File: config.mk
export PLATFORM = sky130hd
export DESIGN_NAME = motorpwm
export DESIGN_NICKNAME = d
export VERILOG_FILES = /design/src/rtl/motorpwm.sv
export SDC_FILE = /design/constraint.sdc
export NUM_CORES = 1
export LEC_CHECK = 0
export ABC_AREA = 1
export BUFFER_PORTS_ARGS = -buffer_cell sky130_fd_sc_hd__buf_2
export CAP_MARGIN = 25
export CORE_MARGIN = 4
export CORE_UTILIZATION = 60
export DETAILED_ROUTE_END_ITERATION = 8
export HOLD_SLACK_MARGIN = 0.05
export PLACE_DENSITY = 0.81
export SYNTH_ARGS = -nofsm -noshare
export SYNTH_HDL_FRONTEND = slang
export SYNTH_SLANG_ARGS = --single-unit
File: constraint.sdc
create_clock -name clk -period 2.1 [get_ports clk]
set_input_delay 0.105 -clock clk [delete_from_list [all_inputs] [get_ports clk]]
set_output_delay 0.105 -clock clk [all_outputs]
set_load 0.05 [all_outputs]
File: src/rtl/motorpwm.sv
// Right-motor H-bridge drive stage: input synchronizer, dead-time on direction start/reversal,
// linear soft-start PWM duty ramp and free-running PWM modulation of the bridge enable.
module motorpwm #(
  parameter int unsigned PWM_BITS = 8,
  parameter int unsigned DUTY_MAX = 255,
  parameter int unsigned RAMP_DIV = 64,
  parameter int unsigned DEAD_CYC = 16
) (
  input  logic                clk,
  input  logic                rst_n,
  input  logic                en1,
  input  logic                in1,
  input  logic                in2,
  output logic                drv_in1,
  output logic                drv_in2,
  output logic                pwm_en,
  output logic [PWM_BITS-1:0] duty,
  output logic                busy
);

  localparam int unsigned DeadW = $clog2(DEAD_CYC + 1);
  localparam int unsigned RampW = $clog2(RAMP_DIV + 1);
  localparam logic [DeadW-1:0]    DeadLast = DeadW'(DEAD_CYC - 1);
  localparam logic [RampW-1:0]    RampLast = RampW'(RAMP_DIV - 1);
  localparam logic [PWM_BITS-1:0] DutyPre  = PWM_BITS'(DUTY_MAX - 1);

  typedef enum logic [1:0] {StIdle, StDead, StRamp, StRun} state_e;

  state_e              state_q;
  logic [2:0]          sync1_q, sync2_q;  // {en1, in1, in2}
  logic                dir_q;             // 1 = forward, 0 = reverse
  logic                brake_q;
  logic [DeadW-1:0]    dead_cnt_q;
  logic [RampW-1:0]    ramp_cnt_q;
  logic [PWM_BITS-1:0] duty_q;
  logic [PWM_BITS-1:0] pwm_cnt_q;

  logic cmd_fwd, cmd_rev, cmd_drive, cmd_brake, cmd_opp;

  always_ff @(posedge clk or negedge rst_n) begin
    if (!rst_n) begin
      sync1_q <= '0;
      sync2_q <= '0;
    end else begin
      sync1_q <= {en1, in1, in2};
      sync2_q <= sync1_q;
    end
  end

  always_comb begin
    cmd_fwd   = sync2_q[2] & sync2_q[1] & ~sync2_q[0];
    cmd_rev   = sync2_q[2] & ~sync2_q[1] & sync2_q[0];
    cmd_brake = sync2_q[2] & (sync2_q[1] == sync2_q[0]);
    cmd_drive = cmd_fwd | cmd_rev;
    cmd_opp   = cmd_drive & (cmd_fwd != dir_q);
  end

  always_ff @(posedge clk or negedge rst_n) begin
    if (!rst_n) begin
      pwm_cnt_q <= '0;
    end else begin
      pwm_cnt_q <= pwm_cnt_q + PWM_BITS'(1);
    end
  end

  always_ff @(posedge clk or negedge rst_n) begin
    if (!rst_n) begin
      state_q    <= StIdle;
      dir_q      <= 1'b0;
      brake_q    <= 1'b0;
      dead_cnt_q <= '0;
      ramp_cnt_q <= '0;
      duty_q     <= '0;
    end else begin
      // Brake is only visible in IDLE, so tracking it unconditionally keeps it aligned with state.
      brake_q <= cmd_brake;
      unique case (state_q)
        StIdle: begin
          if (cmd_drive) begin
            state_q    <= StDead;
            dir_q      <= cmd_fwd;
            dead_cnt_q <= '0;
          end
        end
        StDead: begin
          if (!cmd_drive) begin
            state_q <= StIdle;
          end else if (cmd_opp) begin
            dir_q      <= cmd_fwd;
            dead_cnt_q <= '0;
          end else if (dead_cnt_q == DeadLast) begin
            state_q    <= StRamp;
            duty_q     <= '0;
            ramp_cnt_q <= '0;
          end else begin
            dead_cnt_q <= dead_cnt_q + DeadW'(1);
          end
        end
        StRamp, StRun: begin
          if (!cmd_drive) begin
            state_q <= StIdle;
            duty_q  <= '0;
          end else if (cmd_opp) begin
            state_q    <= StDead;
            dir_q      <= cmd_fwd;
            dead_cnt_q <= '0;
            duty_q     <= '0;
          end else if (state_q == StRamp) begin
            if (ramp_cnt_q == RampLast) begin
              ramp_cnt_q <= '0;
              duty_q     <= duty_q + PWM_BITS'(1);
              if (duty_q == DutyPre) state_q <= StRun;
            end else begin
              ramp_cnt_q <= ramp_cnt_q + RampW'(1);
            end
          end
        end
        default: state_q <= StIdle;
      endcase
    end
  end

  // Outputs depend on registers only; no combinational path from the command inputs.
  always_comb begin
    drv_in1 = 1'b0;
    drv_in2 = 1'b0;
    pwm_en  = 1'b0;
    unique case (state_q)
      StIdle: begin
        drv_in1 = brake_q;
        drv_in2 = brake_q;
        pwm_en  = brake_q;
      end
      StDead: ;
      StRamp, StRun: begin
        drv_in1 = dir_q;
        drv_in2 = ~dir_q;
        pwm_en  = (pwm_cnt_q < duty_q);
      end
      default: ;
    endcase
    duty = duty_q;
    busy = (state_q == StDead) || (state_q == StRamp);
  end

endmodule

After elaboration in Yosys (flattened, before gate mapping) --
Index checks and enable logic that the tools add are counted.
Word-level totals: flip-flop bits (word level) 38, bits of input ports 5, output and inout port bits 12, word-level logic and storage cells 98
Cells by class: $add $sub $neg 4, order comparisons 1, eq/ne operators 24, muxes and demuxes 40, bitwise logic cells 10, reduce and logical (&&, ||, !) cells 10
Operator list (number):
- $mux 8 | 7
- $mux 7 | 7
- $mux 5 | 6
- $mux 2 | 9
- $add 8x1->8 const B | 2
- $ne 2x2->1 const B | 8
- $pmux 8 s2 | 1
- $pmux 5 s3 | 1
- $pmux 7 s2 | 1
- $ne 4x4->1 const B | 3
- $reduce_and 6->1 | 2
- $ne 3x3->1 const B | 3
- $eq 8x8->1 const B | 1
- $lt 8x8->1 | 1
- $pmux 1 s2 | 4
- $add 7x1->7 const B | 1
- $eq 7x6->1 const B | 1
- $reduce_and 7->1 | 1
- $and 1x1->1 | 6
- $pmux 2 s3 | 1
- $add 5x1->5 const B | 1
- $eq 5x4->1 const B | 1
- $reduce_and 5->1 | 1
- $eq 2x2->1 const B | 2
- other kinds (13) | 18

Depth between registers and ports, before layout --
Gate-level depths: netlist of the first run.
depth in word-level cells 8, gate-level depth with buffers 12

Worst setup path before layout of the first run --
No wires, ideal clock.
kind register -> output, from register state_q[1], to output port drv_in1, arrival 2.016 ns, required time 1.995 ns, setup slack -0.021 ns, stages on the path, launching flop included 6, path buffers 0, cells stage by stage dfrtp_1 -> inv_1 -> ha_1 -> inv_1 -> nand2_1 -> o21ai_0
On the way: cells in the longest elaborated chain, start to end 3, elaborated cells between the ends (all ways) 5
Ends and longest elaborated chain:
- from (decl) | line 29 | state_e state_q;
- from (signal assigned) | line 68 | state_q <= StIdle;
- from (signal assigned) | line 80 | state_q <= StDead;
- from (signal assigned) | line 87 | state_q <= StIdle;
- $eq 2x2->1 | line 128 | unique case (state_q)
- $reduce_or 2->1 | line 128
- $pmux 1 s2 * | line 128
- to (decl) | line 14 | output logic drv_in1,
Every way passes the cells marked *; elsewhere a longest branch is shown, timed or not.

Worst setup path in the final report of the first run --
from register state_q[1], to output port drv_in2
On the way: cells in the longest elaborated chain, start to end 3, elaborated cells between the ends (all ways) 5
Ends and longest elaborated chain:
- $eq 2x2->1 | line 128
- $reduce_or 2->1 | line 128
- $pmux 1 s2 * | line 128
- to (decl) | line 15 | output logic drv_in2,
Marked as above.

==> impl_metrics.tcl, run 1 <==
set metrics [dict create \
    wire_per_inst_um 12.54 \
    synth_nets 336 \
    crit_path_max_fanout 6 \
    maxSlewViolCount 0 \
    track_usage 0.2132 \
    setup_tns_ns 0 \
    hold_path_class "register to register" \
    grt_pass1_wl_um 8776 \
    die_y_um 71.56 \
    holdWs_ns 0.3498 \
    portBuffers 16 \
    cts_tree "yes" \
    cts.htree.levels 2 \
    n_antenna_cell 0 \
    coreArea_mm2 0.003771 \
    p_leak_uw 0.001347 \
    worst_pin_slew_ns 0.8024 \
    status "completed" \
    grt_max_degree 39 \
    first_pass_iters 4 \
    hold_start "sync1_q[1]" \
    avgSynthCellArea_um2 7.768 \
    rsz0062_at_grt "no" \
    fin_nets 364 \
    pre_cts_ws_ns 0.1621 \
    clock_power_share 0.294 \
    pwr-share-comb 0.377 \
    end_kind "output port" \
    synth_seq_area_share 0.3924 \
    clock_sinks 38 \
    vias 2086 \
    synth_cells 312 \
    r2r_start "state_q[0]" \
    setup.worst_path.start_class "register" \
    antenna_left 0 \
    fin_ws_ns 0.1365 \
    worst-setup-path-type "register to output port" \
    ys_warn_count 0 \
    crit_arrival_ns 1.86 \
    rows 22 \
    post-route-util 0.7329 \
    min_period_ns 1.963 \
    nFillCells 290 \
    antenna_found_initial 0 \
    numCtsBuffers 5 \
    clkTransAtPathRegs_ns 0.07 \
    max_freq_ghz 0.5093 \
    finalSetupViolCount 0 \
    max_slew_margin 0.4651 \
    fin_area_mm2 0.002764 \
    root_buffer "clkbuf_8" \
    start_util 0.6427 \
    routed_via_density 5.362 \
    p_int_uw 1591 \
    first_iter_violations 92 \
    drc 0 \
    fin_crit_sh 0.9350 \
    place_hpwl_um 3636 \
    crit_start "state_q[1]" \
    seqPwrFrac 0.330 \
    clock_latency_ns 0.29 \
    gp_congestion 0.9142 \
    ys_ff_latch 38 \
    boundaryPins 17 \
    placed_cell_area_mm2 0.002559 \
    drt-total-wl_um 4877 \
    maxCapViolCount 0 \
    syn_to_final_growth_pct 14.04 \
    die_w_um 71.56 \
    ir_drop_mv 0.7533 \
    switchingPower_uw 1008 \
    netlist_area_mm2 0.002424 \
    die_area_mm2 0.005120 \
    grt_pass1_vias 2036 \
    overflow 0 \
    clk_path_buf_depth 2 \
    p_per_area_mw_per_mm2 940.5 \
    synth.distinct_cells 28 \
    hold_viol 0 \
    drive_above_1_share 0.1789 \
    cp.required_ns 2.00 \
    p_sw_frac 0.3879 \
    fin_skew_ns 0.008047 \
]
## state kept, by name (all words and copies together) (netlist names)
register    count
brake_q         1
dead_cnt_q      5
dir_q           1
duty            8
pwm_cnt_q       8
ramp_cnt_q      7
state_q         2
sync1_q         3
sync2_q         3
## what timing repair did
item | CTS | global route
endpoints found under the hold margin | 41 | 0
gates resized for setup | 1 | 4
hold buffers | 4 | 0
setup buffers | 0 | 1
endpoints found under the setup margin | 1 | 4
## metal layers
metal,global-route usage,share of wire,vias up
met3,0.03927,0.041,8
met4,0.06889,0.012,0
met5,0,0,-
met1,0.2957,0.48,966
met2,0.3388,0.47,48
li1,-,-,1064
## metrics by stage
step | std cells | power, µW
after floorplan | 312 | 1601
after global placement | 376 | 1780
after detailed placement | 376 | 1802
after CTS | 388 | 2582
after global routing | 389 | 2755
final | 389 | 2600
## cell usage after synthesis (all sizes together)
cell type / n / area, µm²
clkinv: 1 / 3.750
inv: 31 / 116.4
xor2: 5 / 43.79
dfrtp: 38 / 950.9
a21oi: 6 / 30.03
buf: 3 / 27.52
and3: 1 / 6.260
o21ai: 17 / 111.4
nand3b: 1 / 7.510
o21bai: 1 / 7.510
nand3: 29 / 155.2
a21boi: 1 / 7.510
nand2: 101 / 424.2
nor2: 36 / 152.6
xnor2: 2 / 17.52
ha: 19 / 237.7
nand4: 14 / 87.58
or2: 3 / 18.77
o21a: 1 / 7.510
nor3: 2 / 10.01
## worst paths after layout
kind	endpoint	slack, ns	depth (start not counted)
max	drv_in2	0.14	6
max reg2reg	ramp_cnt_q[6]	0.16	10
max in group asynchronous	duty[2]	1.15	2
min reg2reg	sync2_q[1]	0.35	0
min	sync2_q[1]	0.35	0
min in group asynchronous	dir_q	0.42	2
## area by class of cell
type,instances,area [µm²],area share
flip-flops and latches,38,950.9,0.3440
repair buffers,24,156.4,0.05659
well taps,48,60.06,0.02173
inverters,32,120.1,0.04346
clock inverters,2,60.06,0.02173
multi-input cells,239,1334,0.4826
clock buffers,6,82.58,0.02988
## power by group through the flow
stage	clock, µW	combinational, µW	sequential (µW)
2_1_floorplan	0	733	868
3_3_place_gp	0	916	865
3_5_place_dp	0	932	870
4_1_cts	779	948	854
5_1_grt	807	1080	867
6_report	764	979	857
## logic make-up after synthesis
family | after synthesis | share of synthesized area
simple gates | 187 | 0.3557
xor+xnor | 7 | 0.02530
buf+inv | 35 | 0.06091
flops | 38 | 0.3924
fa+ha+maj | 19 | 0.09809
compound gates | 26 | 0.06764
## cells in the final DEF, fill, tap and decap left out, types with 3 or more instances in the layout
cell and instances:
nor2_1 31, buf_4 4, nand2_2 9, dlygate4sd3_1 4, o21ai_0 10, clkbuf_8 6
a21oi_1 5, xor2_1 5, ha_1 19, buf_2 15, inv_1 29, o21ai_2 7
or2_2 3, nand4_1 14, dfrtp_1 38, nor2_2 4, nand2_1 89, nand2_4 3
nand3_1 27
## critical path: stages (launching register included)
cell     delay (ns)
dfrtp_1        0.42
inv_1          0.10
ha_1           0.27
inv_1          0.19
nand2_1        0.13
o21ai_0        0.17
buf_2          0.29
Note: power is estimated with default switching activity, not from simulation.
==> run 2: changes to the inputs <==
--- a/config.mk
+++ b/config.mk
@@ -9,10 +9,10 @@
 export BUFFER_PORTS_ARGS = -buffer_cell sky130_fd_sc_hd__buf_2
 export CAP_MARGIN = 25
 export CORE_MARGIN = 4
-export CORE_UTILIZATION = 60
+export CORE_UTILIZATION = 55
 export DETAILED_ROUTE_END_ITERATION = 8
 export HOLD_SLACK_MARGIN = 0.05
-export PLACE_DENSITY = 0.81
+export PLACE_DENSITY = 0.76
 export SYNTH_ARGS = -nofsm -noshare
 export SYNTH_HDL_FRONTEND = slang
 export SYNTH_SLANG_ARGS = --single-unit
==> impl_metrics.tcl, run 2 (synthesized netlist as in run 1, its figures left out) <==
set metrics [dict create \
    status "completed" \
    die_w_um 74.38 \
    drt-total-wl_um 4861 \
    p_total_uw 2343 \
    worst_hold_path.endpoint "sync2_q[0]" \
    finalSetupViolCount 0 \
    pwr-share-comb 0.406 \
    seqPwrFrac 0.368 \
    worst_pin_slew_ns 0.8076 \
    antenna_left 0 \
    rows 23 \
    track_usage 0.2001 \
    p_leak_uw 0.001310 \
    start_util 0.5848 \
    boundaryPins 17 \
    rsz0062_at_grt "no" \
    cp.required_ns 2.00 \
    crit_arrival_ns 1.86 \
    die_area_mm2 0.005532 \
    pre_cts_ws_ns 0.1683 \
    routed_via_density 5.293 \
    switchingPower_uw 1006 \
    r2r_start "dead_cnt_q[0]" \
    slowest_delay_ns 0.44 \
    fin_nets 362 \
    ir_drop_mv 0.6878 \
    clk_path_buf_depth 2 \
    hold_depth 0 \
    placed_cell_area_mm2 0.002554 \
    grt_pass1_wl_um 8549 \
    die_y_um 74.38 \
    mostFrequentLayoutCell "nand2_1" \
    grt_pass1_vias 2003 \
    worstReg2RegEnd "ramp_cnt_q[6]" \
    fin_cells 389 \
    maxCapViolCount 0 \
    setup.worst_path.start_class "register" \
    clock_sinks 38 \
    gp_congestion 0.9154 \
    vias 2059 \
    crit_path_max_fanout 10 \
    first_pass_iters 4 \
    clkTransAtPathRegs_ns 0.08 \
    syn_to_final_growth_pct 11.46 \
    numCtsBuffers 5 \
    cts_tree "yes" \
    max_slew_margin 0.4616 \
    holdWs_ns 0.3496 \
    worstPathCellList "inv_2 -> ha_1 -> nor2_1 -> buf_4 -> nor3_1 -> nand3_1 -> a21oi_1 -> nand2_1 -> nand2_1 -> buf_6" \
    fin_area_mm2 0.002701 \
    portBuffers 16 \
    drive_above_1_share 0.1711 \
    cts.htree.levels 2 \
    clock_latency_ns 0.30 \
    end_kind "output port" \
    overflow 0 \
    fin_skew_ns 0.008500 \
    coreArea_mm2 0.004144 \
    crit_path_top_delay_cell "dfrtp_2" \
    p_per_area_mw_per_mm2 867.2 \
    fin_ws_ns 0.1306 \
    maxSlewViolCount 0 \
    grt_max_degree 39 \
    hold_start "sync1_q[0]" \
    final_cell_mix "89 x nand2_1, 37 x dfrtp_1, 31 x nor2_1" \
    wire_per_inst_um 12.50 \
    worstRegToRegCells 10 \
    rrSetupSlack_ns 0.21 \
    min_period_ns 1.969 \
    place_inst 377 \
    p_sw_frac 0.4295 \
    antenna_found_initial 0 \
    place_hpwl_um 3624 \
    clock_power_share 0.226 \
    max_freq_ghz 0.5078 \
    root_buffer "clkbuf_8" \
    hold_path_class "register to register" \
    worst-setup-path-type "register to output port" \
    hold_viol 0 \
    drc 0 \
    crit_top_cell "nand2_1" \
    first_iter_violations 135 \
    n_antenna_cell 0 \
    p_int_uw 1336 \
    fin_crit_sh 0.9378 \
]
[run 2: layout make-up]
type / count / area, µm²
multi-input cells: 239 / 1325
fillers: 364 / 1443
clock buffers: 6 / 82.58
flip-flops and latches: 38 / 952.2
inverters: 32 / 120.1
repair buffers: 22 / 146.4
well taps: 50 / 62.56
clock inverters: 2 / 12.51
[run 2: metrics by stage]
step	setup TNS, ns	utilization
finish	0	0.6519
global route	0	0.6519
CTS	0	0.6489
detailed placement	0	0.6162
global placement	0	0.6162
floorplan	-0.04239	-
[run 2: worst max path at each step]
stage | cells after the start | endpoint | slack, ns | startpoint
5_1_grt | 10 | pwm_en | 0.008 | state_q[0]
4_1_cts | 10 | pwm_en | 0.001 | state_q[0]
6_report | 10 | pwm_en | 0.13 | state_q[0]
3_5_place_dp | 10 | ramp_cnt_q[6] | 0.17 | state_q[0]
2_1_floorplan | 5 | drv_in1 | -0.02 | state_q[1]
3_3_place_gp | 10 | ramp_cnt_q[6] | 0.22 | state_q[0]
[run 2: routing by layer]
metal,wire [µm],global-route usage
met2,2156,0.3141
met3,190,0.05000
met5,0,0
met4,98,0.07510
met1,2415,0.2672
[run 2: worst max-delay path: cells and delay by family, from the launching register on]
kind                     cells  cell delay, ns
AO/OA/AOI/OAI                1            0.13
buffers and inverters        3            0.41
AND/OR/NAND/NOR              5            0.44
flip-flops                   1            0.44
adder cells (fa/ha/maj)      1            0.14
[run 2: what timing repair did]
item | 4_1_cts | 5_1_grt
buffers inserted | 0 | 0
endpoints found under the hold margin | 41 | 0
hold buffers | 4 | 0
resized for setup | 0 | 11
setup endpoints to repair | 0 | 3
[run 2: power by group through the flow]
stage	clock, µW	combinational (µW)	sequential [µW]
after floorplan	0	733	868
after global placement	0	909	864
after detailed placement	0	923	868
after CTS	549	936	854
after global routing	570	1060	873
final	530	951	862
==> run 3: changes to the inputs <==
--- a/config.mk
+++ b/config.mk
@@ -9,10 +9,9 @@
 export BUFFER_PORTS_ARGS = -buffer_cell sky130_fd_sc_hd__buf_2
 export CAP_MARGIN = 25
 export CORE_MARGIN = 4
-export CORE_UTILIZATION = 55
+export CORE_UTILIZATION = 53
 export DETAILED_ROUTE_END_ITERATION = 8
-export HOLD_SLACK_MARGIN = 0.05
-export PLACE_DENSITY = 0.76
+export PLACE_DENSITY = 0.73
 export SYNTH_ARGS = -nofsm -noshare
 export SYNTH_HDL_FRONTEND = slang
 export SYNTH_SLANG_ARGS = --single-unit
==> impl_metrics.tcl, run 3 (synthesized netlist as in run 1, its figures left out) <==
set metrics [dict create \
    boundaryPins 17 \
    drc 0 \
    multiInputGateArea_mm2 0.001336 \
    clkTransAtPathRegs_ns 0.07 \
    grt_max_degree 39 \
    clock_sinks 38 \
    track_usage 0.1965 \
    end_kind "output port" \
    worst_pin_slew_ns 0.8272 \
    grt_pass1_vias 1861 \
    post-route-util 0.6250 \
    numCtsBuffers 5 \
    rows 24 \
    fin_crit_sh 0.9385 \
    cp.required_ns 2.00 \
    die_w_um 75.62 \
    antenna_found_initial 0 \
    mostFrequentLayoutCell "nand2_1" \
    syn_to_final_growth_pct 13.06 \
    cts_tree "yes" \
    die_area_mm2 0.005718 \
    max_slew_margin 0.4486 \
    place_hpwl_um 3730 \
    clk_path_buf_depth 2 \
    placed_cell_area_mm2 0.002571 \
    max_freq_ghz 0.5074 \
    clock_latency_ns 0.30 \
    place_inst 381 \
    first_iter_violations 156 \
    maxSlewViolCount 0 \
    antenna_left 0 \
    coreArea_mm2 0.004384 \
    crit_path_max_fanout 9 \
    grt_pass1_wl_um 8625 \
    min_period_ns 1.971 \
    root_buffer "clkbuf_8" \
    ir_drop_mv 0.5573 \
    overflow 0 \
    wire_per_inst_um 12.91 \
    final_cell_mix "89 x nand2_1, 37 x dfrtp_1, 30 x nor2_1" \
    maxCapViolCount 0 \
    cts_setup_buffers 0 \
    worst-setup-path-type "register to output port" \
    setup.worst_path.start_class "register" \
    fin_ws_ns 0.1291 \
    die_y_um 75.62 \
    routed_via_density 5.232 \
    seqCellArea_um2 952.2 \
    fin_nets 364 \
    nFillCells 389 \
    p_per_area_mw_per_mm2 884.1 \
    portBuffers 16 \
    gp_congestion 0.9652 \
    cts.htree.levels 2 \
    start_util 0.5528 \
    status "completed" \
    p_total_uw 2422 \
    crit_arrival_ns 1.87 \
    hold_path_class "register to register" \
    hold_viol 0 \
    p_leak_uw 0.001333 \
    first_pass_iters 4 \
    fin_area_mm2 0.002740 \
    n_antenna_cell 0 \
    fin_cells 393 \
    fin_skew_ns 0.01004 \
    pre_cts_ws_ns 0.1607 \
    rsz0062_at_grt "yes" \
    drive_above_1_share 0.1848 \
    vias 2056 \
    finalSetupViolCount 0 \
    drt-total-wl_um 5073 \
]
## run 3: layer usage
layer	wire length (µm)	vias up	global-route usage	share of wire
met5	0	-	0	0
met4	58	0	0.05243	0.011
met3	240	5	0.04222	0.047
met2	2260	53	0.2972	0.45
met1	2514	933	0.2862	0.50
li1	-	1065	-	-
## run 3: final timing paths
check | depth (start not counted) | end | from | slack, ns
hold / removal | 0 | sync2_q[1] | sync1_q[1] | 0.36
max in group asynchronous | 2 | state_q[0] | rst_n | 1.09
setup / recovery | 10 | pwm_en | state_q[0] | 0.13
setup reg to reg | 9 | ramp_cnt_q[6] | state_q[1] | 0.28
hold reg to reg | 0 | sync2_q[1] | sync1_q[1] | 0.36
min in group asynchronous | 2 | duty[3] | rst_n | 0.44
## run 3: power by group
| part | internal [µW] | leakage (µW) | switching, µW |
|---|---|---|---|
| registers | 792 | 0.000495 | 65.7 |
| logic | 279 | 0.000787 | 663 |
| clock network | 354 | 0.0000514 | 268 |
| total | 1430 | 0.00133 | 997 |
## run 3: what timing repair did
item	4_1_cts	5_1_grt
setup endpoints to repair	1	10
hold endpoints to repair	41	0
hold buffers	4	0
resized for setup	2	6
pin swaps	0	0
## run 3: area by class of cell
type	instances	area share
clock buffers	6	0.02648
clock inverters	2	0.01370
inverters	32	0.04384
multi-input cells	239	0.4877
flip-flops and latches	38	0.3475
well taps	52	0.02374
repair buffers	24	0.05708
## run 3: stage by stage
| stage | TNS (ns) | hold WS (ns) |
|---|---|---|
| 2_1_floorplan | -0.04239 | -0.1906 |
| 3_3_place_gp | 0 | 0.2137 |
| 3_5_place_dp | 0 | 0.2144 |
| 4_1_cts | 0 | 0.3584 |
| 5_1_grt | -0.01199 | 0.3612 |
| 6_report | 0 | 0.3561 |
## run 3: critical path, stage by stage (launching register included)
cell and delay (ns):
dfrtp_2 0.44, inv_2 0.08, ha_1 0.16, nor2_2 0.06
buf_4 0.17, nor3_2 0.13, nand3_1 0.11, a21oi_2 0.12
nand2_1 0.07, nand2_1 0.07, buf_6 0.16
